==> config.mk <==
export PLATFORM = sky130hd
export DESIGN_NAME = driver_motoare_pwm
export DESIGN_NICKNAME = d
export VERILOG_FILES = /design/src/rtl/motor_pkg.sv /design/src/rtl/canal_motor.sv /design/src/rtl/driver_motoare_pwm.sv
export SDC_FILE = /design/constraint.sdc
export NUM_CORES = 1
export LEC_CHECK = 0
export BUFFER_PORTS_ARGS = -buffer_cell sky130_fd_sc_hd__buf_2
export CAP_MARGIN = 10
export CORE_MARGIN = 8
export CORE_UTILIZATION = 52
export CTS_CLUSTER_DIAMETER = 200
export CTS_CLUSTER_SIZE = 24
export DETAILED_ROUTE_END_ITERATION = 7
export GPL_ROUTABILITY_DRIVEN = 0
export PLACE_DENSITY = 0.79
export SLEW_MARGIN = 20
export SYNTH_ARGS = -nofsm -noshare
export SYNTH_HDL_FRONTEND = slang
export SYNTH_SLANG_ARGS = --single-unit
export TNS_END_PERCENT = 5
==> constraint.sdc <==
create_clock -name clk -period 5.92 [get_ports clk]
set_clock_uncertainty 0.2 [all_clocks]
set_input_delay 0.592 -clock clk [delete_from_list [all_inputs] [get_ports clk]]
set_output_delay 0.592 -clock clk [all_outputs]
set_load 0.005 [all_outputs]
==> src/rtl/motor_pkg.sv <==
// Shared definitions for the H-bridge PWM driver: direction codes, BCD limits,
// channel state encoding and the BCD helpers used by the timebase and channels.
package motor_pkg;

    localparam logic [1:0]  DIR_FWD   = 2'b10;
    localparam logic [1:0]  DIR_REV   = 2'b01;
    localparam logic [1:0]  DIR_COAST = 2'b00;
    localparam logic [1:0]  DIR_BRAKE = 2'b11;

    localparam logic [11:0] BCD_MAX   = 12'h999;

    typedef enum logic {
        RUN,
        DEAD
    } chan_state_e;

    function automatic logic bcd_valid(input logic [11:0] v);
        return (v[11:8] <= 4'd9) && (v[7:4] <= 4'd9) && (v[3:0] <= 4'd9);
    endfunction

    // Three-digit BCD increment; 999 rolls over to 000 through the digit carries.
    function automatic logic [11:0] bcd_inc(input logic [11:0] v);
        logic [11:0] r;
        r = v;
        if (v[3:0] == 4'd9) begin
            r[3:0] = 4'd0;
            if (v[7:4] == 4'd9) begin
                r[7:4] = 4'd0;
                if (v[11:8] == 4'd9) begin
                    r[11:8] = 4'd0;
                end else begin
                    r[11:8] = v[11:8] + 4'd1;
                end
            end else begin
                r[7:4] = v[7:4] + 4'd1;
            end
        end else begin
            r[3:0] = v[3:0] + 4'd1;
        end
        return r;
    endfunction

endpackage

==> src/rtl/canal_motor.sv <==
// One H-bridge channel: samples its command at period boundaries, forces a
// dead-time interval on forward/reverse reversals and drives registered EN/IN pins.
module canal_motor
    import motor_pkg::*;
#(
    parameter int DEAD_TIME_PERIODS = 2
) (
    input  logic        clk,
    input  logic        rst,
    input  logic        boundary_i,
    input  logic        enable_i,
    input  logic [1:0]  dir_i,
    input  logic [11:0] duty_i,
    input  logic [11:0] count_i,
    output logic        en_o,
    output logic        in_a_o,
    output logic        in_b_o,
    output logic        bcd_err_o
);

    localparam int DW = $clog2(DEAD_TIME_PERIODS + 1);

    chan_state_e   state_q, state_d;
    logic [1:0]    dir_q, dir_d;
    logic [11:0]   duty_q, duty_d;
    logic [DW-1:0] dead_q, dead_d;
    logic          err_q, err_d;
    logic          en_q, in_a_q, in_b_q;

    logic [1:0]    effDir;
    logic [11:0]   effDuty;
    logic          dutyBad;
    logic          reversal;
    logic          pinEn, pinA, pinB;

    // Effective command, next applied state and pin values for the current counter.
    always_comb begin
        effDir   = enable_i ? dir_i : DIR_COAST;
        dutyBad  = enable_i && !bcd_valid(duty_i);
        if (!enable_i) begin
            effDuty = '0;
        end else if (dutyBad) begin
            effDuty = BCD_MAX;
        end else begin
            effDuty = duty_i;
        end
        reversal = ((effDir == DIR_FWD) && (dir_q == DIR_REV)) ||
                   ((effDir == DIR_REV) && (dir_q == DIR_FWD));

        state_d = state_q;
        dir_d   = dir_q;
        duty_d  = duty_q;
        dead_d  = dead_q;
        err_d   = err_q;

        if (boundary_i) begin
            unique case (state_q)
                RUN: begin
                    err_d = err_q | dutyBad;
                    if (reversal) begin
                        state_d = DEAD;
                        dead_d  = DW'(DEAD_TIME_PERIODS);
                        dir_d   = DIR_COAST;
                        duty_d  = '0;
                    end else begin
                        dir_d  = effDir;
                        duty_d = effDuty;
                    end
                end
                DEAD: begin
                    if (dead_q <= DW'(1)) begin
                        state_d = RUN;
                        dead_d  = '0;
                        dir_d   = effDir;
                        duty_d  = effDuty;
                        err_d   = err_q | dutyBad;
                    end else begin
                        dead_d = dead_q - DW'(1);
                    end
                end
            endcase
        end

        pinEn = 1'b0;
        pinA  = 1'b0;
        pinB  = 1'b0;
        unique case (dir_q)
            DIR_FWD: begin
                pinA  = 1'b1;
                pinEn = (count_i < duty_q);
            end
            DIR_REV: begin
                pinB  = 1'b1;
                pinEn = (count_i < duty_q);
            end
            DIR_BRAKE: begin
                pinA  = 1'b1;
                pinB  = 1'b1;
                pinEn = 1'b1;
            end
            default: begin
                pinEn = 1'b0;
            end
        endcase
    end

    always_ff @(posedge clk or posedge rst) begin
        if (rst) begin
            state_q <= RUN;
            dir_q   <= DIR_COAST;
            duty_q  <= '0;
            dead_q  <= '0;
            err_q   <= 1'b0;
            en_q    <= 1'b0;
            in_a_q  <= 1'b0;
            in_b_q  <= 1'b0;
        end else begin
            state_q <= state_d;
            dir_q   <= dir_d;
            duty_q  <= duty_d;
            dead_q  <= dead_d;
            err_q   <= err_d;
            en_q    <= pinEn;
            in_a_q  <= pinA;
            in_b_q  <= pinB;
        end
    end

    assign en_o      = en_q;
    assign in_a_o    = in_a_q;
    assign in_b_o    = in_b_q;
    assign bcd_err_o = err_q;

endmodule

==> src/rtl/driver_motoare_pwm.sv <==
// Motor PWM back end: shared prescaler and 3-digit BCD period counter feeding
// two independent H-bridge channels (driver A and driver B).
module driver_motoare_pwm
    import motor_pkg::*;
#(
    parameter int PRESCALER         = 50,
    parameter int DEAD_TIME_PERIODS = 2
) (
    input  logic        clk,
    input  logic        rst,
    input  logic        enable,
    input  logic [1:0]  directie_driverA,
    input  logic [1:0]  directie_driverB,
    input  logic [11:0] factor_dc_driverA,
    input  logic [11:0] factor_dc_driverB,
    output logic        ena,
    output logic        in1,
    output logic        in2,
    output logic        enb,
    output logic        in3,
    output logic        in4,
    output logic        period_start,
    output logic        bcd_err_a,
    output logic        bcd_err_b
);

    localparam int PW = (PRESCALER > 1) ? $clog2(PRESCALER) : 1;

    logic [PW-1:0] presc_q, presc_d;
    logic [11:0]   count_q, count_d;
    logic          ps_q;
    logic          tick;
    logic          boundary;

    // The boundary is the tick that rolls the counter from 999 back to 000.
    always_comb begin
        tick     = (presc_q == PW'(PRESCALER - 1));
        boundary = tick && (count_q == BCD_MAX);
        presc_d  = tick ? '0 : presc_q + PW'(1);
        count_d  = tick ? bcd_inc(count_q) : count_q;
    end

    always_ff @(posedge clk or posedge rst) begin
        if (rst) begin
            presc_q <= '0;
            count_q <= '0;
            ps_q    <= 1'b0;
        end else begin
            presc_q <= presc_d;
            count_q <= count_d;
            ps_q    <= boundary;
        end
    end

    assign period_start = ps_q;

    canal_motor #(
        .DEAD_TIME_PERIODS(DEAD_TIME_PERIODS)
    ) u_canal_a (
        .clk       (clk),
        .rst       (rst),
        .boundary_i(boundary),
        .enable_i  (enable),
        .dir_i     (directie_driverA),
        .duty_i    (factor_dc_driverA),
        .count_i   (count_q),
        .en_o      (ena),
        .in_a_o    (in1),
        .in_b_o    (in2),
        .bcd_err_o (bcd_err_a)
    );

    canal_motor #(
        .DEAD_TIME_PERIODS(DEAD_TIME_PERIODS)
    ) u_canal_b (
        .clk       (clk),
        .rst       (rst),
        .boundary_i(boundary),
        .enable_i  (enable),
        .dir_i     (directie_driverB),
        .duty_i    (factor_dc_driverB),
        .count_i   (count_q),
        .en_o      (enb),
        .in_a_o    (in3),
        .in_b_o    (in4),
        .bcd_err_o (bcd_err_b)
    );

endmodule

==> results.sh <==
export IMPL_status="complete, no violations"
export IMPL_clk_pin_slew_ns=0.06
export IMPL_rsz0062_at_grt="false"
export IMPL_ys_types=54
export IMPL_rrSetupSlack_ns=3.40
export IMPL_die_w_um=99.7
export IMPL_synth_edf_count=0
export IMPL_async_flop_share=1.00
export IMPL_vias_per_cell=5.67
export IMPL_hp_class="input port to asynchronous set/reset pin"
export IMPL_drcViolationCount=0
export IMPL_synth_most_common_cell="o21ai_0"
export IMPL_relSlewSlack=0.486
export IMPL_grt_pass1_wl_um=13400
export IMPL_syn_area_per_cell_um2=9.57
export IMPL_initial_core_util=0.536
export IMPL_synth_top_area_frac=0.420
export IMPL_core_um2=6790
export IMPL_max_freq_mhz=397
export IMPL_rows=30
export IMPL_worstPathRequired_ns=5.97
export IMPL_p_int_w=0.000605
export IMPL_slew_violations=0
export IMPL_num_antenna_cells=0
export IMPL_areaGrowthSynthToFinish_pct=11.2
export IMPL_pin_count=40
export IMPL_grt_max_degree=62
export IMPL_fin_crit_sh=0.426
export IMPL_path_max_fanout=38
export IMPL_period_needed_ns=2.52
export IMPL_reg2reg_depth=6
export IMPL_irDropWorstVdd_v=0.0000988
export IMPL_power_leakage_nw=1.91
export IMPL_cts_made_buffers=9
export IMPL_switchingPower_w=0.000181
export IMPL_firstDrtPassIters=4
export IMPL_power_density_nw_per_um2=194
export IMPL_grt_usage=0.166
export IMPL_cts_resized=0
export IMPL_switching_share=0.230
export IMPL_dp_slack_ns=3.45
export IMPL_r2r_end="u_canal_a.duty_q[7]$_DFFE_PP0P_"
export IMPL_routedWlPerCell_um=15.1
export IMPL_antenna_found_initial=0
export IMPL_synth_cells=380
export IMPL_portBuffers=39
export IMPL_synth_area_leaders="dfrtp_1, ha_1, o21ai_0"
export IMPL_syn_area_um2=3640
export IMPL_grt_ovfl_total=0
export IMPL_chipHeight_um=99.7
export IMPL_ys_flop_type="dfrtp_1"
export IMPL_clock_latency_ns=0.34
export IMPL_drive_gt1_frac=0.171
export IMPL_ant_nets=0
export IMPL_clockBufferDepth=2
export IMPL_htree_levels=3
export IMPL_cts_sinks=61
export IMPL_setup_viol=0
export IMPL_rr_startpoint="presc_q[1]$_DFF_PP0_"
export IMPL_synth_top_cell_by_area="dfrtp_1"
export IMPL_critPathLaunchType="flip-flop"
export IMPL_netlist_top_cells_count="o21ai_0, dfrtp_1, ha_1, inv_1, nand2_1"
export IMPL_design_die_area_um2=9930
export IMPL_synth_nets=443
export IMPL_clkPwrFrac=0.420
export IMPL_postCtsHoldBufs=0
export IMPL_worst_pin_slew_ns=0.771
export IMPL_cp_data_arrival_time_ns=2.57
export IMPL_drt_wl_total_um=7800
export IMPL_cts_root_buffer="clkbuf_8"
export IMPL_ys_seq_elements=61
export IMPL_tns_ns=0
export IMPL_cp_end_kind="flip-flop"
export IMPL_hold_viol_final=0
export IMPL_maxCapViolCount=0
export IMPL_ys_warn_count=0
export IMPL_critical_path_class="flip-flop to flip-flop"
export IMPL_post_cts_setup_buffer_count=0
export IMPL_power_frac_seq=0.530
export IMPL_pwr_share_comb=0.049
export IMPL_num_vias=2931
export IMPL_grt_pass1_vias=2955
export IMPL_ys_seq_area_frac=0.420
export IMPL_cts_tree="done"
export IMPL_layout_nets=479
export IMPL_worst_slack_ns=3.40
export IMPL_drt_iter0_markers=133
export IMPL_hpwlAfterDp_um=5680
-- sequential cells by signal (all words and copies together), names as in the netlist, 2 cells and up --
signal,count
count_q,12
presc_q,6
u_canal_b.duty_q,12
u_canal_a.dead_q,2
u_canal_b.dead_q,2
u_canal_b.dir_q,2
u_canal_a.duty_q,12
u_canal_a.dir_q,2
-- metrics by stage --
| step | utilization | instance area [um^2] | instances | power, W | hold slack (ns) |
|---|---|---|---|---|---|
| after CTS | 0.596 | 4050 | 517 | 0.000791 | 0.274 |
| after global placement | 0.571 | 3880 | 501 | 0.000462 | 0.246 |
| after detailed placement | 0.571 | 3880 | 501 | 0.000463 | 0.258 |
| after floorplan | - | 3640 | 380 | 0.000445 | 0.260 |
| after global routing | 0.596 | 4050 | 517 | 0.000814 | 0.289 |
| final | 0.596 | 4050 | 517 | 0.000786 | 0.269 |
-- power by group through the flow --
stage	Combinational, W	Sequential [W]	Clock, W
global placement	0.0000379	0.000425	0
CTS	0.0000389	0.000417	0.000335
detailed placement	0.0000389	0.000425	0
global route	0.0000444	0.000417	0.000353
floorplan	0.0000202	0.000425	0
finish	0.0000386	0.000417	0.000330
-- placed cells by master, fill, tap and decap left out, types with 8 or more instances in the layout --
cell type and count:
o21ai_0 74, dfrtp_1 61, buf_2 39, ha_1 32, inv_1 31, nand2_1 23, nand3_1 15, nor2_1 12
clkbuf_8 11, nand4b_1 10, a21oi_1 9, o21ai_1 8
-- critical path, cell delays in order (launching register included) --
cell	delay, ns
dfrtp_1	0.41
inv_1	0.07
ha_1	0.12
and3b_1	0.38
nand4_4	0.46
or2_1	0.54
o21ai_0	0.24
-- routing by layer --
layer,vias to the layer above,part of all wire,track usage
met5,-,0,0
li1,1437,-,-
met4,0,0.021,0.0838
met3,16,0.024,0.0300
met1,1419,0.45,0.205
met2,59,0.50,0.273
-- cell families after synthesis --
logic type,after synthesis,synth area share
xor gates and xnor gates,9,0.0217
DFF,61,0.420
AOI/OAI and AO/OA,123,0.210
muxes,1,0.00275
adders and majority gates,32,0.110
and+or+nand+nor,106,0.178
buffers and inverters,48,0.0574
-- area by class of cell --
cell class / instances / area (um^2)
fillers: 578 / 2750
flip-flops and latches: 61 / 1530
repair buffers: 40 / 203
clock buffers: 15 / 166
multi-input cells: 271 / 1900
clock inverters: 1 / 5.00
inverters: 33 / 124
well taps: 96 / 120
-- worst max-delay path by stage --
stage                         start                         endpoint
3_5_place_dp   presc_q[1]$_DFF_PP0_  u_canal_a.duty_q[7]$_DFFE_PP0P_
6_report       presc_q[1]$_DFF_PP0_  u_canal_a.duty_q[7]$_DFFE_PP0P_
5_1_grt        presc_q[1]$_DFF_PP0_  u_canal_a.duty_q[7]$_DFFE_PP0P_
4_1_cts        presc_q[1]$_DFF_PP0_  u_canal_a.duty_q[7]$_DFFE_PP0P_
2_1_floorplan                   rst           count_q[0]$_DFFE_PP0N_
3_3_place_gp   presc_q[1]$_DFF_PP0_  u_canal_a.duty_q[2]$_DFFE_PP0P_
No activity file was read; power rests on OpenSTA's default activity.
